File: src/rtl/dth11_pkg.sv
// Shared types and frame layout for the DHT11 read sequencer.
package dth11_pkg;

  localparam int unsigned DTH_FRAME_BITS = 40;

  // Byte positions inside the 40-bit frame, MSB first on the wire.
  localparam int unsigned HUM_INT_LSB  = 32;
  localparam int unsigned HUM_DEC_LSB  = 24;
  localparam int unsigned TEMP_INT_LSB = 16;
  localparam int unsigned TEMP_DEC_LSB = 8;
  localparam int unsigned CHKSUM_LSB   = 0;

  typedef enum logic [3:0] {
    StIdle     = 4'd0,
    StStartLow = 4'd1,
    StWaitResp = 4'd2,
    StRespLow  = 4'd3,
    StRespHigh = 4'd4,
    StBitLow   = 4'd5,
    StBitHigh  = 4'd6,
    StCheck    = 4'd7,
    StDone     = 4'd8,
    StError    = 4'd9
  } dth_state_e;

  // Modulo-256 sum of the four data bytes.
  function automatic logic [7:0] dth_sum(input logic [DTH_FRAME_BITS-1:0] frame);
    dth_sum = frame[HUM_INT_LSB +: 8] + frame[HUM_DEC_LSB +: 8] +
              frame[TEMP_INT_LSB +: 8] + frame[TEMP_DEC_LSB +: 8];
  endfunction

endpackage

File: src/rtl/dth11_us_tick.sv
// Free-running divider: one-cycle pulse every CLKS_PER_US clocks.
module dth11_us_tick #(
  parameter int unsigned CLKS_PER_US = 50
) (
  input  logic i_Clock,
  input  logic i_Reset,
  output logic o_Us_Tick
);

  localparam int unsigned CntW = (CLKS_PER_US > 1) ? $clog2(CLKS_PER_US) : 1;
  localparam logic [CntW-1:0] DivMax = CntW'(CLKS_PER_US - 1);

  logic [CntW-1:0] div_q, div_d;

  always_comb begin
    div_d = (div_q == DivMax) ? '0 : div_q + 1'b1;
  end

  always_ff @(posedge i_Clock) begin
    if (i_Reset) begin
      div_q <= '0;
    end else begin
      div_q <= div_d;
    end
  end

  assign o_Us_Tick = (div_q == DivMax);

endmodule

File: src/rtl/dth11_controller.sv
// DHT11 single-wire read sequencer: start pulse, preamble, 40 timed bits, checksum.
// Define DTH11_CHECKSUM_EN to reject frames whose checksum byte does not match.
module dth11_controller
  import dth11_pkg::*;
#(
  parameter int unsigned CLK_FREQ_HZ   = 50_000_000,
  parameter int unsigned START_LOW_US  = 18000,
  parameter int unsigned TIMEOUT_US    = 200,
  parameter int unsigned BIT_THRESH_US = 40
) (
  input  logic                      i_Clock,
  input  logic                      i_Reset,
  input  logic                      i_Dth_Start,
  input  logic                      i_Dth_Line,
  output logic                      o_Dth_Drive_Low,
  output logic [DTH_FRAME_BITS-1:0] o_Dth_Data,
  output logic                      o_Dth_Done,
  output logic                      o_Dth_Error,
  output logic                      o_Busy
);

  localparam int unsigned ClksPerUs = CLK_FREQ_HZ / 1_000_000;
  localparam logic [15:0] StartLowM1 = 16'(START_LOW_US - 1);
  localparam logic [15:0] Timeout    = 16'(TIMEOUT_US);
  localparam logic [15:0] Thresh     = 16'(BIT_THRESH_US);
  localparam logic [5:0]  LastBit    = 6'(DTH_FRAME_BITS - 1);

  dth_state_e                state_q, state_d;
  logic [15:0]               cnt_q, cnt_d;
  logic [5:0]                idx_q, idx_d;
  logic [DTH_FRAME_BITS-1:0] shift_q, shift_d;
  logic [DTH_FRAME_BITS-1:0] data_q, data_d;
  logic                      err_q, err_d;
  logic                      line_meta_q, line_sync_q;
  logic                      us_tick;
  logic                      timed_out;

  dth11_us_tick #(
    .CLKS_PER_US(ClksPerUs)
  ) u_us_tick (
    .i_Clock  (i_Clock),
    .i_Reset  (i_Reset),
    .o_Us_Tick(us_tick)
  );

  always_comb begin
    state_d = state_q;
    idx_d   = idx_q;
    shift_d = shift_q;
    data_d  = data_q;
    err_d   = err_q;
    // The edge-detect cycle is spent before the counter clears, so the phase
    // length seen on the wire is cnt_q + 1 ticks.
    timed_out = (cnt_q >= Timeout);

    unique case (state_q)
      StIdle: begin
        if (i_Dth_Start) begin
          err_d   = 1'b0;
          state_d = StStartLow;
        end
      end
      StStartLow: begin
        if (us_tick && (cnt_q >= StartLowM1)) state_d = StWaitResp;
      end
      StWaitResp: begin
        if (timed_out)         state_d = StError;
        else if (!line_sync_q) state_d = StRespLow;
      end
      StRespLow: begin
        if (timed_out)        state_d = StError;
        else if (line_sync_q) state_d = StRespHigh;
      end
      StRespHigh: begin
        if (timed_out) begin
          state_d = StError;
        end else if (!line_sync_q) begin
          idx_d   = '0;
          shift_d = '0;
          state_d = StBitLow;
        end
      end
      StBitLow: begin
        if (timed_out)        state_d = StError;
        else if (line_sync_q) state_d = StBitHigh;
      end
      StBitHigh: begin
        if (timed_out) begin
          state_d = StError;
        end else if (!line_sync_q) begin
          shift_d = {shift_q[DTH_FRAME_BITS-2:0], (cnt_q >= Thresh)};
          idx_d   = idx_q + 6'd1;
          state_d = (idx_q == LastBit) ? StCheck : StBitLow;
        end
      end
      StCheck: begin
`ifdef DTH11_CHECKSUM_EN
        if (dth_sum(shift_q) == shift_q[CHKSUM_LSB +: 8]) begin
          data_d  = shift_q;
          state_d = StDone;
        end else begin
          state_d = StError;
        end
`else
        data_d  = shift_q;
        state_d = StDone;
`endif
      end
      StDone:  state_d = StIdle;
      StError: state_d = StIdle;
      default: state_d = StIdle;
    endcase

    if (state_d == StError) err_d = 1'b1;

    if (state_d != state_q)            cnt_d = '0;
    else if (us_tick && (cnt_q != '1)) cnt_d = cnt_q + 16'd1;
    else                               cnt_d = cnt_q;
  end

  always_ff @(posedge i_Clock) begin
    if (i_Reset) begin
      state_q     <= StIdle;
      cnt_q       <= '0;
      idx_q       <= '0;
      shift_q     <= '0;
      data_q      <= '0;
      err_q       <= 1'b0;
      line_meta_q <= 1'b1;
      line_sync_q <= 1'b1;
    end else begin
      state_q     <= state_d;
      cnt_q       <= cnt_d;
      idx_q       <= idx_d;
      shift_q     <= shift_d;
      data_q      <= data_d;
      err_q       <= err_d;
      line_meta_q <= i_Dth_Line;
      line_sync_q <= line_meta_q;
    end
  end

  assign o_Dth_Drive_Low = (state_q == StStartLow);
  assign o_Dth_Done      = (state_q == StDone) || (state_q == StError);
  assign o_Busy          = (state_q != StIdle);
  assign o_Dth_Error     = err_q;
  assign o_Dth_Data      = data_q;

endmodule

File: config.mk
export PLATFORM = sky130hd
export DESIGN_NAME = dth11_controller
export DESIGN_NICKNAME = d
export VERILOG_FILES = /design/src/rtl/dth11_pkg.sv /design/src/rtl/dth11_us_tick.sv /design/src/rtl/dth11_controller.sv
export SDC_FILE = /design/constraint.sdc
export NUM_CORES = 1
export LEC_CHECK = 0
export CAP_MARGIN = 20
export CORE_MARGIN = 1.5
export CORE_UTILIZATION = 30
export CTS_CLUSTER_SIZE = 8
export DETAILED_ROUTE_END_ITERATION = 6
export DONT_BUFFER_PORTS = 1
export GPL_TIMING_DRIVEN = 0
export PLACE_DENSITY = 0.47
export REMOVE_ABC_BUFFERS = 1
export SYNTH_ARGS = -nofsm -noshare
export SYNTH_HDL_FRONTEND = slang
export SYNTH_HIERARCHICAL = 1
export SYNTH_SLANG_ARGS = --single-unit
File: constraint.sdc
create_clock -name i_Clock -period 4.8 [get_ports i_Clock]
set_clock_uncertainty 0.2 [all_clocks]
set_input_delay 1.2 -clock i_Clock [delete_from_list [all_inputs] [get_ports i_Clock]]
set_output_delay 1.2 -clock i_Clock [all_outputs]
set_load 0.02 [all_outputs]
# [Word level (Yosys, flattened, before mapping)]
# Index checks and enable logic that the tools add are counted.
[op_classes] shift=0 bitwise=0 order_cmp=3 n_mux=27 n_eq_ne=18 n_addsub=3 multipliers=0 n_reduce_logical=12 n_div=0
[ops] cell="2-to-1 mux 40 bit" count=4
[ops] cell="case mux 40 bit (2 select lines)" count=1
[ops] cell="2-to-1 mux 4 bit" count=12
[ops] cell="case mux 4 bit (8 select lines)" count=1
[ops] cell="2-to-1 mux 6 bit" count=4
[ops] cell="adder 16 x 1 -> 16 bit (second input constant)" count=1
[ops] cell="equality test 4 x 3 -> 1 bit (second input constant)" count=4
[ops] cell="greater-or-equal comparator 16 x 15 -> 1 bit (second input constant)" count=1
[ops] cell="greater-or-equal comparator 16 x 6 -> 1 bit (second input constant)" count=1
[ops] cell="greater-or-equal comparator 16 x 8 -> 1 bit (second input constant)" count=1
[ops] cell="inequality test 16 bit (second input constant)" count=1
[ops] cell="adder 6 x 1 -> 6 bit (second input constant)" count=2
[ops] cell="equality test 4 bit (second input constant)" count=3
[ops] cell="equality test 6 bit (second input constant)" count=2
[ops] cell="case mux 6 bit (2 select lines)" count=1
[ops] cell="equality test 4 x 2 -> 1 bit (second input constant)" count=2
[ops] cell="inequality test 2 bit (second input constant)" count=4
[ops] cell="nonzero test 2 bit" count=3
[ops] cell="AND reduction 5 bit" count=1
[ops] cell="equality test 4 x 1 -> 1 bit (second input constant)" count=1
[ops] cell="zero test 4 bit" count=1
[ops] cell="inequality test 4 bit" count=1
[ops] cell="nonzero test 4 bit" count=1
[ops] cell="OR reduction 2 bit" count=2
[ops] cell="other kinds (5)" count=8
[word_totals] word_cells=72 ramBits=0 mem_count=0 latchBits=0 reg_bits=115 input_bits=4 romBits=0

# [Depth between registers and ports, before layout]
# Gate-level depths: netlist (run 1).
[logic_depth] depth_word=8 depth_mapped=8 mapped_depth_nobuf=8

# [Cells and area by module]
# Netlist (run 1), hierarchy kept.
[by_module_without_submodules] mod="dth11_controller" cells_each=553 seq_area_each_um2=2182.1 n_inst=1 area_per_inst_um2=4591.9
[by_module_without_submodules] mod="dth11_us_tick" cells_each=27 seq_area_each_um2=120.1 n_inst=1 area_per_inst_um2=255.2

# [Worst setup path before layout (run 1)]
# Ideal clock, no wire load.
[synth_path] path_kind="reg-to-output" start="register state_q[2]" end="output port o_Dth_Drive_Low" arrival_time_ns=1.245 setup_slack_ns=2.155 path_stages_with_launch=5 t_required_ns=3.400 path_buffers=1 cell_sequence="dfxtp_1 clkbuf_1 nor3_1 nand2_1 inv_1"
[synth_via] elab_chain_cells=1
[synth_rtl] element="from (decl)" line_no="dth11_controller.sv:28" text="dth_state_e state_q, state_d;"
[synth_rtl] element="from (signal assigned)" line_no="dth11_controller.sv:123" text="state_q <= StIdle;"
[synth_rtl] element="from (signal assigned)" line_no="dth11_controller.sv:132" text="state_q <= state_d;"
[synth_rtl] element="equality test 4 x 1 -> 1 bit" line_no="dth11_controller.sv:143" text="assign o_Dth_Drive_Low = (state_q == StStartLow);"
[synth_rtl] element="to (decl)" line_no="dth11_controller.sv:15" text="output logic o_Dth_Drive_Low,"
# Every way passes these cells.

# [Worst setup path after layout (run 1)]
[layout_path] start="register state_q[1]" end="output port o_Dth_Drive_Low"
# The elaborated chain is that of the path after synthesis.

==> results of run 1 <==
metrics by stage:
step,total power (µW),cells,hold WS (ns),cell area [µm²],setup TNS (ns)
2_1_floorplan,1000,538,0.189,4630,0
3_3_place_gp,1010,754,0.191,4900,-45.09
3_5_place_dp,1010,760,0.196,5010,0
4_1_cts,2200,790,0.211,5560,0
5_1_grt,2250,790,0.232,5560,0
6_report,2170,790,0.204,5560,0
routing by layer:
layer | track usage (%) | vias to the layer above | share of wire [%]
met1 | 16.0 | 1775 | 47
met2 | 20.7 | 73 | 46
met5 | 0 | - | 0
met4 | 5.88 | 0 | 1.5
met3 | 5.00 | 12 | 5.4
li1 | - | 1945 | -
state kept, by name (all words and copies together), names as in the netlist:
name             count
o_Dth_Data          40
shift_q             40
cnt_q               16
idx_q                6
u_us_tick/div_q      6
state_q              4
line_meta_q          1
line_sync_q          1
o_Dth_Error          1
layout make-up:
cell class                      instances  share of cell area [%]
Timing Repair Buffer                    6                    1.87
Clock buffer                           19                    7.79
Sequential cell                       115                    41.4
Inverter                                8                   0.540
Tap cell                              216                    4.86
Clock inverter                         11                    2.07
Multi-Input combinational cell        415                    41.5
cell usage in the layout (no fill, tap or decap), types with 4 or more instances in the layout:
| cell type | synthesis | routed |
|---|---|---|
| nor3_2 | 10 | 10 |
| nand3_1 | 39 | 39 |
| nor4_1 | 4 | 4 |
| nand2_1 | 151 | 151 |
| ha_1 | 5 | 5 |
| dfxtp_1 | 115 | 115 |
| a21oi_1 | 87 | 87 |
| xnor2_1 | 12 | 12 |
| inv_1 | 8 | 8 |
| nor3_1 | 13 | 13 |
| clkbuf_16 | 0 | 17 |
| o21ai_0 | 6 | 6 |
| nand4_1 | 10 | 10 |
| clkinvlp_4 | 0 | 4 |
| xor2_1 | 8 | 8 |
| and4_1 | 5 | 5 |
| clkinv_2 | 0 | 5 |
| nor2_1 | 21 | 21 |
critical path: stages (launching register included):
cell and delay (ns):
dfxtp_1 0.54, nor3_1 0.70, nand2_1 0.17, inv_1 0.19
path summary, 6_finish.rpt:
check | endpoint | depth (start not counted)
max | o_Dth_Drive_Low | 3
min reg2reg | line_sync_q | 1
min | line_sync_q | 1
max reg2reg | idx_q[3] | 5
where the power goes:
part           internal, µW  switching, µW
Sequential              959           5.46
Clock                   750            425
Combinational          8.38           16.7
cells by family after synthesis:
group,after synthesis,share of synthesized area (%)
compound gates,114,14.4
xor+xnor,20,3.61
fa+ha+maj,5,1.29
buf+inv,50,5.16
flops,115,47.5
mux,2,0.439
simple gates,274,27.6
==> flow_summary.json, run 1 <==
{
  "drt_iter0_markers": 136,
  "r2r-start": "cnt_q[4]",
  "nFillCells": 1648,
  "htreeDepth": 4,
  "num_vias": 3805,
  "synthTopCellsByArea": "dfxtp_1 47%, nand2_1 12%, a21oi_1 9.0%, nand3_1 4.0%, xnor2_1 2.2%",
  "syn_area_per_cell_um2": 8.36,
  "synth_top_area_share_pct": 47.5,
  "dp_slack_ns": 1.78,
  "multiInputGateArea_mm2": 0.00230,
  "firstDrtPassIters": 4,
  "critPathLaunch": "state_q[1]",
  "worstSkewPairLatency_ns": 0.41,
  "path_max_fanout": 17,
  "first_global_vias": 3635,
  "ys_ff_latch": 115,
  "antenna_found_initial": 0,
  "drv_cap": 0,
  "fp.dieArea_mm2": 0.0169,
  "post_cts_resize_count": 0,
  "postCtsSetupRepairBufs": 0,
  "viasPerCell": 4.82,
  "start_util_pct": 30.6,
  "hold_class": "reg -> reg",
  "yosysMostFrequentCell": "nand2_1",
  "grt_setup_unrepaired": "false",
  "tightest_slew_ns": 0.943,
  "crit_arrival_ns": 2.02,
  "synthTopCellsByCount": "151 x nand2_1, 115 x dfxtp_1, 87 x a21oi_1",
  "drive_gt1_share_pct": 10.6,
  "synth_warnings": 6,
  "regArea_mm2": 0.00230,
  "ant_nets": 0,
  "grt_pass1_wl_um": 17300,
  "ctsHoldBuffers": 0,
  "io_pins": 48,
  "yosysTopAreaCell": "dfxtp_1",
  "worstSetupPathType": "reg -> out",
  "vdd.ir_drop.worst_uv": 248,
  "clk_pin_slew_ns": 0.05,
  "critPathLaunchType": "register",
  "p_leak_uw": 0.00176,
  "synth_edf_count": 0,
  "synth_flop_cell": "dfxtp_1",
  "clock-sinks": 115,
  "place_hpwl_um": 6730,
  "cts_root_buf": "clkbuf_16",
  "max_freq_mhz": 293,
  "fin_crit_ns": 3.42,
  "ys_seq_area_share_pct": 47.5,
  "grt_max_degree": 78,
  "cts_tree": "yes",
  "nets": 572,
  "max_slew_margin_pct": 36.8,
  "antenna_cells": 0,
  "regToRegSetupSlack_ns": 2.02,
  "setup_viol": 0,
  "syn_area_mm2": 0.00485,
  "coreArea_mm2": 0.0158,
  "fin_crit_sh_pct": 71.2,
  "gp_congestion": 0.756,
  "grt_use_total_pct": 13.2,
  "die_h_um": 130,
  "drv_slew": 0,
  "clockBufferDepth": 2,
  "synth_cells": 580,
  "hold_viol_final": 0,
  "port_buffers": 0,
  "hold_start": "line_meta_q",
  "syn2layout_area_growth_pct": 14.7,
  "drc": 0,
  "worstPathRequired_ns": 3.40,
  "powerDensity_mw_per_mm2": 389,
  "fp.dieW_um": 130,
  "status": "finished clean",
  "critical_path.endpoint_type": "primary output",
  "async_flop_share_pct": 0,
  "worst_slack_ns": 1.38,
  "fin_util_pct": 35.1,
  "cts_buffers": 17,
  "fp-row-count": 46,
  "wirelength_um": 10400,
  "grt_remaining_overflow": 0,
  "yosysUniqueCellTypes": 55,
  "drt-wirelength-per-cell_um": 13.2
}
No activity file was read; power rests on OpenSTA's default activity.
==> run 2: changes to the inputs <==
- PLACE_DENSITY: 0.47 -> 0.48
- clock period: 4.8 -> 3.1 ns (I/O delays scaled with it)
==> run 2 against run 1 <==
Compared with the run above:
- core utilization increased by 0.76 points
- largest cell class unchanged
- register-to-register slack got worse by 1.7 ns
- critical endpoint unchanged
- critical path type unchanged
- first-iteration DRC count increased by 57%
- cell count increased by 0.38%
==> flow_summary.json, run 2 (synthesis gave the netlist of run 1 again) <==
{
  "worst_slack_ns": 0.151,
  "viasPerCell": 4.82,
  "worstSkewPairLatency_ns": 0.41,
  "clk_pin_slew_ns": 0.05,
  "status": "finished clean",
  "fp.dieArea_mm2": 0.0169,
  "dp_slack_ns": 0.301,
  "ctsHoldBuffers": 0,
  "fin_crit_ns": 2.95,
  "crit_arrival_ns": 1.97,
  "htreeDepth": 4,
  "fp-row-count": 46,
  "max_slew_margin_pct": 36.7,
  "critPathSlowestCell": "nor3_1",
  "power_uw": 3660,
  "p_leak_uw": 0.00182,
  "critPathLaunchType": "register",
  "post_cts_resize_count": 0,
  "postCtsSetupRepairBufs": 0,
  "start_util_pct": 30.6,
  "nets": 573,
  "grt_remaining_overflow": 0,
  "drt_iter0_markers": 214,
  "num_vias": 3826,
  "io_pins": 48,
  "cts_tree": "yes",
  "regArea_mm2": 0.00230,
  "max_freq_mhz": 339,
  "fp.dieW_um": 130,
  "grt_pass1_wl_um": 17400,
  "r2r-start": "cnt_q[4]",
  "hold_class": "reg -> reg",
  "fin_util_pct": 35.9,
  "hold_start": "line_meta_q",
  "grt_max_degree": 78,
  "powerDensity_mw_per_mm2": 644,
  "port_buffers": 0,
  "drt-wirelength-per-cell_um": 13.2,
  "nFillCells": 1625,
  "first_global_vias": 3555,
  "drive_gt1_share_pct": 10.7,
  "grt_setup_unrepaired": "false",
  "worstSetupPathType": "reg -> out",
  "cts_buffers": 17,
  "clockBufferDepth": 2,
  "critical_path.endpoint_type": "primary output",
  "hold_viol_final": 0,
  "wirelength_um": 10400,
  "layout_commonest_cell": "nand2_1",
  "fin_crit_sh_pct": 95.1,
  "die_h_um": 130,
  "ant_nets": 0,
  "multiInputGateArea_mm2": 0.00230,
  "antenna_found_initial": 0,
  "worst_hold_slack_ns": 0.204,
  "worstPathRequired_ns": 2.12,
  "clock-sinks": 115,
  "cts_root_buf": "clkbuf_16",
  "coreArea_mm2": 0.0158,
  "path_max_fanout": 14,
  "setup_viol": 0,
  "antenna_cells": 0,
  "crit_path_max_incr_delay_ns": 0.68,
  "vdd.ir_drop.worst_uv": 388,
  "drv_slew": 0,
  "firstDrtPassIters": 4,
  "critPathLaunch": "state_q[1]",
  "worst-path-buf-inv": 1,
  "gp_congestion": 0.823,
  "critical_path.top_delay_family": "simple AND/OR/NAND/NOR gates",
  "grt_use_total_pct": 13.2,
  "drc": 0,
  "tightest_slew_ns": 0.947,
  "place_hpwl_um": 6790,
  "final_cell_mix": "151 x nand2_1, 115 x dfxtp_1, 87 x a21oi_1, 39 x nand3_1, 21 x nor2_1",
  "path_cells": "nor3_1 > nand2_1 > inv_1",
  "drv_cap": 0,
  "syn2layout_area_growth_pct": 17.2
}
==> run 2: changes by cell type in the layout (fill, tap and decap cells not counted) <==
cell,previous run,this run
clkbuf_1,2,4
clkbuf_8,0,2
bufinv_16,2,5
buf_8,3,2
clkinv_4,0,1
clkinvlp_4,4,1
clkinv_2,5,2
buf_16,1,2
buf_6,1,2
==> run 2: path summary, 6_finish.rpt <==
| path | slack (ns) | to | depth (start not counted) |
|---|---|---|---|
| worst max-delay path | 0.15 | o_Dth_Drive_Low | 3 |
| worst min-delay path | 0.20 | line_sync_q | 1 |
| worst max register to register | 0.31 | idx_q[5] | 5 |
| worst min register to register | 0.20 | line_sync_q | 1 |
==> run 2: final cells by class <==
cell class                 instances  area share (%)
multi-input combinational        415            40.6
sequential                       115            40.5
clock buffer                      23            8.24
tap                              216            4.76
clock inverter                     9            3.11
timing repair buffer               7            2.25
inverter                           8           0.529
==> run 2: power by group <==
part | switching, µW | internal [µW] | leakage, µW
sequential | 8.29 | 1490 | 0.000927
clock | 659 | 1470 | 0.000311
combinational | 25.3 | 12.8 | 0.000584
total | 692 | 2960 | 0.00182
==> run 2: stage by stage <==
stage	setup TNS (ns)	std cells	cell area [µm²]
after floorplan	-28.87	538	4630
after global placement	-116.28	754	4900
after detailed placement	0	761	5030
after CTS	0	793	5680
after global routing	0	793	5680
final	0	793	5680
==> run 2: layer usage <==
layer / vias up / track usage, % / share of wire, %
met5: - / 0 / 0
met4: 0 / 5.16 / 1.0
met3: 8 / 5.04 / 4.8
met2: 63 / 20.7 / 46
met1: 1809 / 16.3 / 48
li1: 1946 / - / -
==> run 3: changes to the inputs <==
==> constraint.sdc (replaced) <==
create_clock -name i_Clock -period 3.1 [get_ports i_Clock]
set_clock_uncertainty 0.2 [all_clocks]
set_input_delay 0.155 -clock i_Clock [delete_from_list [all_inputs] [get_ports i_Clock]]
set_output_delay 0.155 -clock i_Clock [all_outputs]
set_load 0.02 [all_outputs]
==> run 3 against run 2 <==
Compared with the run above:
- sequential share of layout area is 0.49 points lower
- via count is 0.71% higher
- core utilization is 0.44 points higher
- clock power hardly changed
- final area is 1.2% higher
- clock-buffer cell count stayed put
- routed wire length is 0.29% higher
- cell count is 0.63% higher
==> flow_summary.json, run 3 (synthesis gave the netlist of run 1 again) <==
{
  "status": "finished clean",
  "power_uw": 3680,
  "worst-path-buf-inv": 0,
  "htreeDepth": 4,
  "clk_pin_slew_ns": 0.05,
  "grt_use_total_pct": 13.2,
  "clock-sinks": 115,
  "fin_util_pct": 36.3,
  "final_cell_area_mm2": 0.00575,
  "grt_setup_unrepaired": "false",
  "syn2layout_area_growth_pct": 18.6,
  "dr_wl_met2_um": 4840,
  "place_hpwl_um": 6790,
  "cts_root_buf": "clkbuf_16",
  "die_h_um": 130,
  "r2r_cells": 6,
  "cts_buffers": 17,
  "critical_path.endpoint_type": "register",
  "crit_arrival_ns": 2.78,
  "wl_met1_um": 5020,
  "path_max_fanout": 16,
  "wirelength_um": 10500,
  "max_slew_margin_pct": 36.6,
  "drc": 0,
  "setup_viol": 0,
  "critical_path.top_delay_family": "compound AO/OA/AOI/OAI gates",
  "whs_path_depth": 2,
  "fp-row-count": 46,
  "critPathSlowestCell": "a211oi_4",
  "fin_crit_sh_pct": 88.1,
  "max_freq_mhz": 366,
  "critPathLaunchType": "register",
  "tightest_slew_ns": 0.948,
  "gp_congestion": 0.823,
  "antenna_found_initial": 0,
  "grt_remaining_overflow": 0,
  "p_leak_uw": 0.00186,
  "grt_max_degree": 78,
  "start_util_pct": 30.6,
  "drt-wirelength-per-cell_um": 13.1,
  "worstSetupPathType": "reg -> reg",
  "fin_crit_ns": 2.73,
  "hold_class": "in -> reg",
  "top_layer": "met4",
  "worstPathRequired_ns": 3.15,
  "cts_tree": "yes",
  "port_buffers": 0,
  "multiInputGateArea_mm2": 0.00231,
  "firstDrtPassIters": 7,
  "dpl.cell_count": 761,
  "drive_gt1_share_pct": 10.8,
  "grt_pass1_wl_um": 17600,
  "io_pins": 48,
  "final_cell_mix": "151 x nand2_1, 115 x dfxtp_1, 87 x a21oi_1, 39 x nand3_1, 21 x nor2_1",
  "num_vias": 3853,
  "drt_iter0_markers": 165,
  "drv_cap": 0,
  "powerDensity_mw_per_mm2": 640,
  "regArea_mm2": 0.00230,
  "hold_viol_final": 0,
  "coreArea_mm2": 0.0158,
  "final_cell_count_no_fill": 798,
  "regToRegSetupSlack_ns": 0.37,
  "layout_commonest_cell": "nand2_1",
  "worstSkewPairLatency_ns": 0.41,
  "nets": 578,
  "fp.dieArea_mm2": 0.0169,
  "dpl_cell_area_mm2": 0.00503,
  "path_cells": "ha_1 > and4_1 > nand3_1 > o211a_1 > a211oi_4 > nor3_1",
  "viasPerCell": 4.83,
  "vdd.ir_drop.worst_uv": 382,
  "crit_path_max_incr_delay_ns": 0.83,
  "met3WireLength_um": 487,
  "nFillCells": 1622,
  "clockBufferDepth": 2,
  "antenna_cells": 0,
  "fp.dieW_um": 130,
  "first_global_vias": 3595,
  "drv_slew": 0,
  "ant_nets": 0,
  "cp.depth": 6
}
==> run 3: cell types whose count changed in the layout (fill, tap and decap cells not counted) <==
| cell | before | now |
|---|---|---|
| dlygate4sd3_1 | 0 | 4 |
| buf_16 | 2 | 3 |
| or2_2 | 3 | 2 |
| or2_4 | 0 | 1 |
==> run 3: layout make-up <==
cell class	instances	share of cell area, %
well taps	216	4.70
multi-input cells	415	40.1
inverters	8	0.522
flip-flops and latches	115	40.0
clock inverters	9	3.07
repair buffers	12	3.39
clock buffers	23	8.14
==> run 3: metal layers <==
layer / vias up / global-route usage [%]
met4: 0 / 5.16
met1: 1823 / 16.5
met2: 61 / 20.9
met3: 11 / 4.72
li1: 1958 / -
met5: - / 0
==> run 3: per-stage QoR <==
| stage | hold slack [ns] | setup WS, ns | TNS (ns) |
|---|---|---|---|
| final | 0.181 | 0.369 | 0 |
| after CTS | 0.160 | 0.197 | 0 |
| after global routing | 0.190 | 0.166 | 0 |
| after global placement | 0.0316 | -3.04 | -116.28 |
| after detailed placement | 0.0329 | 0.301 | 0 |
| after floorplan | 0.0241 | -0.722 | -28.87 |
==> run 3: where the power goes <==
group / leakage, µW / switching, µW / internal (µW) / total [µW]
sequential: 0.000927 / 8.28 / 1490 / 1490
combinational: 0.000619 / 41.4 / 18.9 / 60.3
clock: 0.000311 / 658 / 1470 / 2120
==> run 3: worst paths after layout <==
check,from,endpoint
max,u_us_tick/div_q[0],cnt_q[7]
min,i_Dth_Line,line_meta_q
max reg2reg,u_us_tick/div_q[0],cnt_q[7]
min reg2reg,line_meta_q,line_sync_q
==> run 3: timing repair <==
action                                  4_1_cts  5_1_grt
buffers inserted                              0        0
endpoints found under the hold margin       115        0
endpoints found under the setup margin        0        1
hold buffers                                  5        0
resized for setup                             0        1
